==> config.mk <==
export PLATFORM = sky130hd
export DESIGN_NAME = cipher_sequencer
export DESIGN_NICKNAME = d
export VERILOG_FILES = /design/src/rtl/cipher_pkg.sv /design/src/rtl/cipher_out_buf.sv /design/src/rtl/cipher_sequencer.sv
export SDC_FILE = /design/constraint.sdc
export NUM_CORES = 1
export LEC_CHECK = 0
export ABC_CLOCK_PERIOD_IN_PS = 2000
export CELL_PAD_IN_SITES_DETAIL_PLACEMENT = 0
export CELL_PAD_IN_SITES_GLOBAL_PLACEMENT = 1
export CORE_ASPECT_RATIO = 1.1
export CORE_MARGIN = 3
export CORE_UTILIZATION = 32
export DETAILED_ROUTE_END_ITERATION = 10
export GPL_ROUTABILITY_DRIVEN = 0
export PLACE_DENSITY_LB_ADDON = 0.05
export SLEW_MARGIN = 15
export SYNTH_ARGS = -nofsm -noshare
export SYNTH_HDL_FRONTEND = slang
export SYNTH_HIERARCHICAL = 1
export SYNTH_SLANG_ARGS = --single-unit
==> constraint.sdc <==
create_clock -name clk -period 2 [get_ports clk]
set_clock_uncertainty 0.05 [all_clocks]
set_input_delay 0.3 -clock clk [delete_from_list [all_inputs] [get_ports clk]]
set_output_delay 0.3 -clock clk [all_outputs]
set_load 0.02 [all_outputs]
==> src/rtl/cipher_pkg.sv <==
// Shared types and constants for the cipher sequencer: FSM state encoding,
// command opcodes, key/warm-up sizing and the keystream combine function.
package cipher_pkg;

  typedef enum logic [1:0] {
    ST_IDLE = 2'b00,
    ST_KEY  = 2'b01,
    ST_WARM = 2'b10,
    ST_RUN  = 2'b11
  } state_e;

  typedef enum logic [1:0] {
    OP_NOP      = 2'b00,
    OP_LOAD_KEY = 2'b01,
    OP_START    = 2'b10,
    OP_ABORT    = 2'b11
  } cmd_op_e;

  localparam int KEY_BYTES    = 4;
  localparam int WARMUP_STEPS = 16;

  localparam int KEY_CNT_W  = $clog2(KEY_BYTES);
  localparam int WARM_CNT_W = $clog2(WARMUP_STEPS);

  // Terminal counts: the counters start at zero, so the last step is N-1.
  localparam logic [KEY_CNT_W-1:0]  KEY_LAST  = KEY_CNT_W'(KEY_BYTES - 1);
  localparam logic [WARM_CNT_W-1:0] WARM_LAST = WARM_CNT_W'(WARMUP_STEPS - 1);

  // Stream cipher combine; XOR makes encrypt and decrypt the same operation.
  function automatic logic [7:0] apply_keystream(input logic [7:0] data,
                                                 input logic [7:0] ks);
    return data ^ ks;
  endfunction

endpackage

==> src/rtl/cipher_out_buf.sv <==
// One-entry output register with valid/ready hold. The entry holds while
// valid_o & ~ready_i, and can be refilled in the same cycle it drains so a
// continuously ready consumer sees one byte per cycle. ena=0 freezes it.
module cipher_out_buf
  import cipher_pkg::*;
(
  input  logic       clk,
  input  logic       rst_n,
  input  logic       ena,
  input  logic       clr_i,
  input  logic       load_i,
  input  logic [7:0] data_i,
  input  logic       ready_i,
  output logic [7:0] data_o,
  output logic       valid_o,
  output logic       can_load_o
);

  logic [7:0] data_q, data_d;
  logic       valid_q, valid_d;

  // Next-state: clear beats load, load beats drain; nothing moves while disabled.
  always_comb begin
    data_d  = data_q;
    valid_d = valid_q;
    if (ena) begin
      if (clr_i) begin
        valid_d = 1'b0;
      end else if (load_i) begin
        data_d  = data_i;
        valid_d = 1'b1;
      end else if (valid_q && ready_i) begin
        valid_d = 1'b0;
      end else begin
        valid_d = valid_q;
      end
    end else begin
      valid_d = valid_q;
    end
  end

  // Entry register with asynchronous reset to empty.
  always_ff @(posedge clk or negedge rst_n) begin
    if (!rst_n) begin
      data_q  <= 8'h00;
      valid_q <= 1'b0;
    end else begin
      data_q  <= data_d;
      valid_q <= valid_d;
    end
  end

  assign data_o     = data_q;
  assign valid_o    = valid_q;
  assign can_load_o = ~valid_q | ready_i;

endmodule

==> src/rtl/cipher_sequencer.sv <==
// Cipher sequencer: loads a 4-byte key into an external keystream core,
// warms the core up for 16 steps, then XORs a byte stream with the keystream.
// ks_load/ks_step/ks_seed are decoded from state and the current handshakes
// so the core sees them in the same cycle the byte is accepted.
module cipher_sequencer
  import cipher_pkg::*;
(
  input  logic        clk,
  input  logic        rst_n,
  input  logic        ena,
  input  logic        cmd_valid,
  input  logic [1:0]  cmd_op,
  output logic        cmd_ready,
  input  logic [7:0]  din,
  input  logic        din_valid,
  output logic        din_ready,
  output logic [7:0]  dout,
  output logic        dout_valid,
  input  logic        dout_ready,
  output logic        ks_load,
  output logic [7:0]  ks_seed,
  output logic        ks_step,
  input  logic [7:0]  ks_byte,
  output logic        busy,
  output logic [15:0] byte_cnt
);

  state_e                state_q, state_d;
  logic [KEY_CNT_W-1:0]  key_cnt_q, key_cnt_d;
  logic [WARM_CNT_W-1:0] warm_cnt_q, warm_cnt_d;
  logic                  key_loaded_q, key_loaded_d;
  logic [15:0]           byte_cnt_q, byte_cnt_d;

  cmd_op_e    op_s;
  logic       cmd_fire_s;
  logic       din_fire_s;
  logic       ks_load_s;
  logic       ks_step_s;
  logic       ob_load_s;
  logic       ob_clr_s;
  logic       ob_can_load_s;
  logic [7:0] cipher_s;

  assign op_s       = cmd_op_e'(cmd_op);
  assign cmd_ready  = (state_q == ST_IDLE) || (state_q == ST_RUN);
  assign din_ready  = (state_q == ST_KEY) || ((state_q == ST_RUN) && ob_can_load_s);
  assign cmd_fire_s = ena && cmd_valid && cmd_ready;
  assign din_fire_s = ena && din_valid && din_ready;
  assign cipher_s   = apply_keystream(din, ks_byte);

  // Next-state, counters and strobes; every transition is qualified by ena via the fire terms.
  always_comb begin
    state_d      = state_q;
    key_cnt_d    = key_cnt_q;
    warm_cnt_d   = warm_cnt_q;
    key_loaded_d = key_loaded_q;
    byte_cnt_d   = byte_cnt_q;
    ks_load_s    = 1'b0;
    ks_step_s    = 1'b0;
    ob_load_s    = 1'b0;
    ob_clr_s     = 1'b0;

    case (state_q)
      ST_IDLE: begin
        if (cmd_fire_s) begin
          case (op_s)
            OP_LOAD_KEY: begin
              state_d      = ST_KEY;
              key_cnt_d    = '0;
              key_loaded_d = 1'b0;
              byte_cnt_d   = 16'h0000;
            end
            OP_START: begin
              if (key_loaded_q) begin
                state_d = ST_RUN;
              end else begin
                state_d = ST_IDLE;
              end
            end
            default: begin
              state_d = ST_IDLE;
            end
          endcase
        end else begin
          state_d = ST_IDLE;
        end
      end

      ST_KEY: begin
        if (din_fire_s) begin
          ks_load_s = 1'b1;
          if (key_cnt_q == KEY_LAST) begin
            state_d    = ST_WARM;
            warm_cnt_d = '0;
          end else begin
            key_cnt_d = key_cnt_q + 1'b1;
          end
        end else begin
          state_d = ST_KEY;
        end
      end

      ST_WARM: begin
        if (ena) begin
          ks_step_s = 1'b1;
          if (warm_cnt_q == WARM_LAST) begin
            state_d      = ST_IDLE;
            key_loaded_d = 1'b1;
          end else begin
            warm_cnt_d = warm_cnt_q + 1'b1;
          end
        end else begin
          state_d = ST_WARM;
        end
      end

      ST_RUN: begin
        // ABORT wins over a byte accepted in the same cycle: that byte is dropped.
        if (cmd_fire_s && (op_s == OP_ABORT)) begin
          state_d  = ST_IDLE;
          ob_clr_s = 1'b1;
        end else if (din_fire_s) begin
          ks_step_s  = 1'b1;
          ob_load_s  = 1'b1;
          byte_cnt_d = byte_cnt_q + 16'd1;
        end else begin
          state_d = ST_RUN;
        end
      end

      default: begin
        state_d = ST_IDLE;
      end
    endcase
  end

  // State and counter registers; reset discards any partial key, warm-up or run.
  always_ff @(posedge clk or negedge rst_n) begin
    if (!rst_n) begin
      state_q      <= ST_IDLE;
      key_cnt_q    <= '0;
      warm_cnt_q   <= '0;
      key_loaded_q <= 1'b0;
      byte_cnt_q   <= 16'h0000;
    end else begin
      state_q      <= state_d;
      key_cnt_q    <= key_cnt_d;
      warm_cnt_q   <= warm_cnt_d;
      key_loaded_q <= key_loaded_d;
      byte_cnt_q   <= byte_cnt_d;
    end
  end

  cipher_out_buf u_out_buf (
    .clk        (clk),
    .rst_n      (rst_n),
    .ena        (ena),
    .clr_i      (ob_clr_s),
    .load_i     (ob_load_s),
    .data_i     (cipher_s),
    .ready_i    (dout_ready),
    .data_o     (dout),
    .valid_o    (dout_valid),
    .can_load_o (ob_can_load_s)
  );

  assign ks_load  = ks_load_s;
  assign ks_step  = ks_step_s;
  // Seed is only meaningful alongside ks_load; it reads zero otherwise.
  assign ks_seed  = ks_load_s ? din : 8'h00;
  assign busy     = (state_q != ST_IDLE);
  assign byte_cnt = byte_cnt_q;

endmodule

==> flow_metrics.py <==
metrics = {
    "power": {
        "power.density_mw_per_mm2": 437,
        "pwr-share-clk": 0.423,
        "switching_share": 0.222,
        "ir_drop_v": 0.000296,
        "seq_power_share": 0.470,
        "p_leak_nw": 1.56,
        "switchingPower_mw": 0.327,
        "intPower_mw": 1.14,
        "p_comb_frac": 0.107,
    },
    "worst_setup_path": {
        "critPathKind": "reg -> out",
        "cp_max_fo": 5,
        "cpMaxStageDelayCell": "dfrtp_1",
        "cpMostUsedCell": "buf_4",
        "critPathBufInv": 4,
        "worst_path_largest_cell_delay_ns": 0.41,
        "cpLargestDelayFamily": "buffers and inverters",
        "crit_path_start_kind": "flip-flop",
        "end_kind": "output pin",
        "crit_chain": "buf_4, ha_2, buf_4, nand2_4, clkinvlp_4, and2_4, buf_4",
        "cp_data_arrival_time_ns": 1.72,
        "required_ns": 1.65,
    },
    "routing": {
        "drt_wl_total_um": 5910,
        "wl_per_cell_um": 14.6,
        "dr.pass1.iters": 4,
        "post-route-drc-count": 0,
        "postRouteAntennaNets": 0,
        "drtIter0Drc": 76,
        "via_per_inst": 4.97,
        "vias": 2013,
    },
    "run_status": {
        "violations": "negative setup slack",
        "outcome": "finished with violations",
    },
    "layout": {
        "area_growth_pct": 64.2,
        "final-instance-count-excl-fill": 405,
        "diodes": 0,
        "nNetsFinal": 363,
        "fillers": 550,
        "drive_gt1_frac": 0.366,
    },
    "synth": {
        "syn-num-nets": 254,
        "synth_top_area_cell": "dfrtp_1",
        "synth.distinct_cells": 46,
        "netlist_area_mm2": 0.00205,
        "synth_edf_count": 0,
        "yosysWarnings": 6,
        "syn_area_per_cell_um2": 9.40,
        "synthCells": 218,
        "ys_ff_latch": 34,
        "synth_area_leaders": "dfrtp_1 42%, ha_1 7.3%, mux2_2 6.0%",
        "ys_seq_area_frac": 0.415,
        "ys.flop_type": "dfrtp_1",
        "synth.most_common_cell": "dfrtp_1",
        "ys_top_cells_by_count": "34 x dfrtp_1, 24 x o21ai_0, 21 x nand2_1",
        "async_flop_share": 1.00,
        "synth.top_cell.area_share": 0.415,
    },
    "global_routing": {
        "grt.total_usage": 0.169,
        "overflow": 0,
        "antenna_found_initial": 0,
        "grt_pass1_wl_um": 9740,
        "grt_pass1_vias": 1971,
        "grt_start_max_net_pins": 35,
    },
    "timing": {
        "slew_headroom": 0.711,
        "fin_hold_ws_ns": 0.377,
        "final-hold-violation-count": 0,
        "rsz0062_at_grt": "yes",
        "final-max-slew-violation-count": 0,
        "setup_viol": 8,
        "setup_tns_ns": -0.330,
        "max_freq_mhz": 484,
        "period_minus_slack_ns": 2.07,
        "min_period_over_period": 1.03,
        "layout_setup_ws_ns": -0.0670,
        "worstMarginPinSlew_ns": 0.433,
    },
    "cts": {
        "clock_latency_ns": 0.29,
        "ctsHtreeMaxLevel": 2,
        "cts.clk_slew.worst_paths_ns": 0.08,
        "cts_buffers": 5,
        "clk_path_buf_depth": 2,
        "cts_tree": "built",
        "cts.sinks": 34,
        "cts_root_buf": "clkbuf_8",
    },
    "die": {
        "fp.dieH_um": 89.9,
        "rows": 29,
        "die_w_um": 82.3,
        "initial_utilization": 0.342,
        "die_area_mm2": 0.00740,
        "core_mm2": 0.00599,
        "ios": 62,
    },
    "run": {
        "drv_cap": 0,
    },
    "placed_design": {
        "placedCellCount": 387,
        "place_hpwl_um": 4400,
        "port_buffers": 61,
    },
    "min_path": {
        "min_path_type": "in -> async",
    },
}
## cell families (layout without fill, tap and decap cells)
family | Yosys count | after routing | synth area share
buf+inv | 16 | 125 | 0.0330
compound gates | 62 | 62 | 0.180
mux | 12 | 12 | 0.0653
fa+ha+maj | 12 | 12 | 0.0733
simple gates | 74 | 75 | 0.200
xor+xnor | 8 | 8 | 0.0342
flops | 34 | 34 | 0.415
## power by group through the flow
stage | Sequential (mW) | Clock (mW) | Combinational (mW)
3_3_place_gp | 0.705 | 0 | 0.146
6_report | 0.692 | 0.621 | 0.157
3_5_place_dp | 0.705 | 0 | 0.146
5_1_grt | 0.692 | 0.674 | 0.172
4_1_cts | 0.691 | 0.638 | 0.154
2_1_floorplan | 0.707 | 0 | 0.0371
## registers in the layout, summed over array words and instances (netlist names)
register,cells
byte_cnt,16
key_cnt_q,2
key_loaded_q,1
state_q,2
u_out_buf/data_o,8
u_out_buf/valid_o,1
warm_cnt_q,4
## layout make-up
| cell class | instances | area [um2] | share of cell area |
|---|---|---|---|
| Clock inverter | 3 | 40.0 | 0.0119 |
| Sequential cell | 34 | 851 | 0.253 |
| Timing Repair Buffer | 104 | 918 | 0.273 |
| Inverter | 12 | 45.0 | 0.0134 |
| Multi-Input combinational cell | 169 | 1340 | 0.398 |
| Clock buffer | 5 | 68.8 | 0.0204 |
| Tap cell | 77 | 96.3 | 0.0286 |
| Timing Repair inverter | 1 | 7.51 | 0.00223 |
## cell usage in the layout (no fill, tap or decap), types with 9 or more instances in the layout
cell and instances:
clkdlybuf4s50_1 48, dfrtp_1 34, buf_4 44, nand2_1 19
nand3_1 10, nor2_1 9, o21ai_1 12, mux2_2 9
## path summary, 6_finish.rpt
check	start	endpoint	slack, ns	depth (start not counted)
hold reg to reg	byte_cnt[11]	byte_cnt[11]	0.45	1
setup reg to reg	state_q[1]	byte_cnt[15]	-0.03	8
hold / removal	rst_n	byte_cnt[8]	0.38	2
min in group clk	byte_cnt[11]	byte_cnt[11]	0.45	1
setup / recovery	state_q[0]	ks_seed[4]	-0.07	7
max in group asynchronous	rst_n	byte_cnt[0]	1.21	2
## per-stage QoR
step	setup slack, ns	instance area (um2)	power [mW]	util
final	-0.0670	3370	1.47	0.562
after global routing	-0.172	3370	1.54	0.562
after CTS	-0.0836	3210	1.48	0.536
after detailed placement	-0.412	3010	0.851	0.503
after global placement	-0.377	3010	0.851	0.503
after floorplan	0.00772	2050	0.744	-
## per-layer routing
| layer | up-vias | share of wire | GRT usage |
|---|---|---|---|
| met1 | 958 | 0.42 | 0.205 |
| met4 | 0 | 0.010 | 0.0429 |
| met5 | - | 0 | 0 |
| met3 | 6 | 0.036 | 0.0340 |
| met2 | 35 | 0.53 | 0.296 |
| li1 | 1014 | - | - |
## worst register-to-register path, delay by kind of cell, from the launching register on
kind | cells | cell delay (ns)
simple gates | 4 | 0.83
flops | 1 | 0.38
fa+ha+maj | 1 | 0.26
buf+inv | 2 | 0.23
compound gates | 1 | 0.21
## repair_timing
action / in CTS / in global routing
hold buffers: 0 / 0
setup endpoints to repair: 40 / 35
resized for setup: 68 / 48
hold endpoints to repair: 0 / 0
gates cloned: 2 / 0
setup buffers: 7 / 2
pin swaps: 9 / 6
Note: power is estimated with default switching activity, not from simulation.
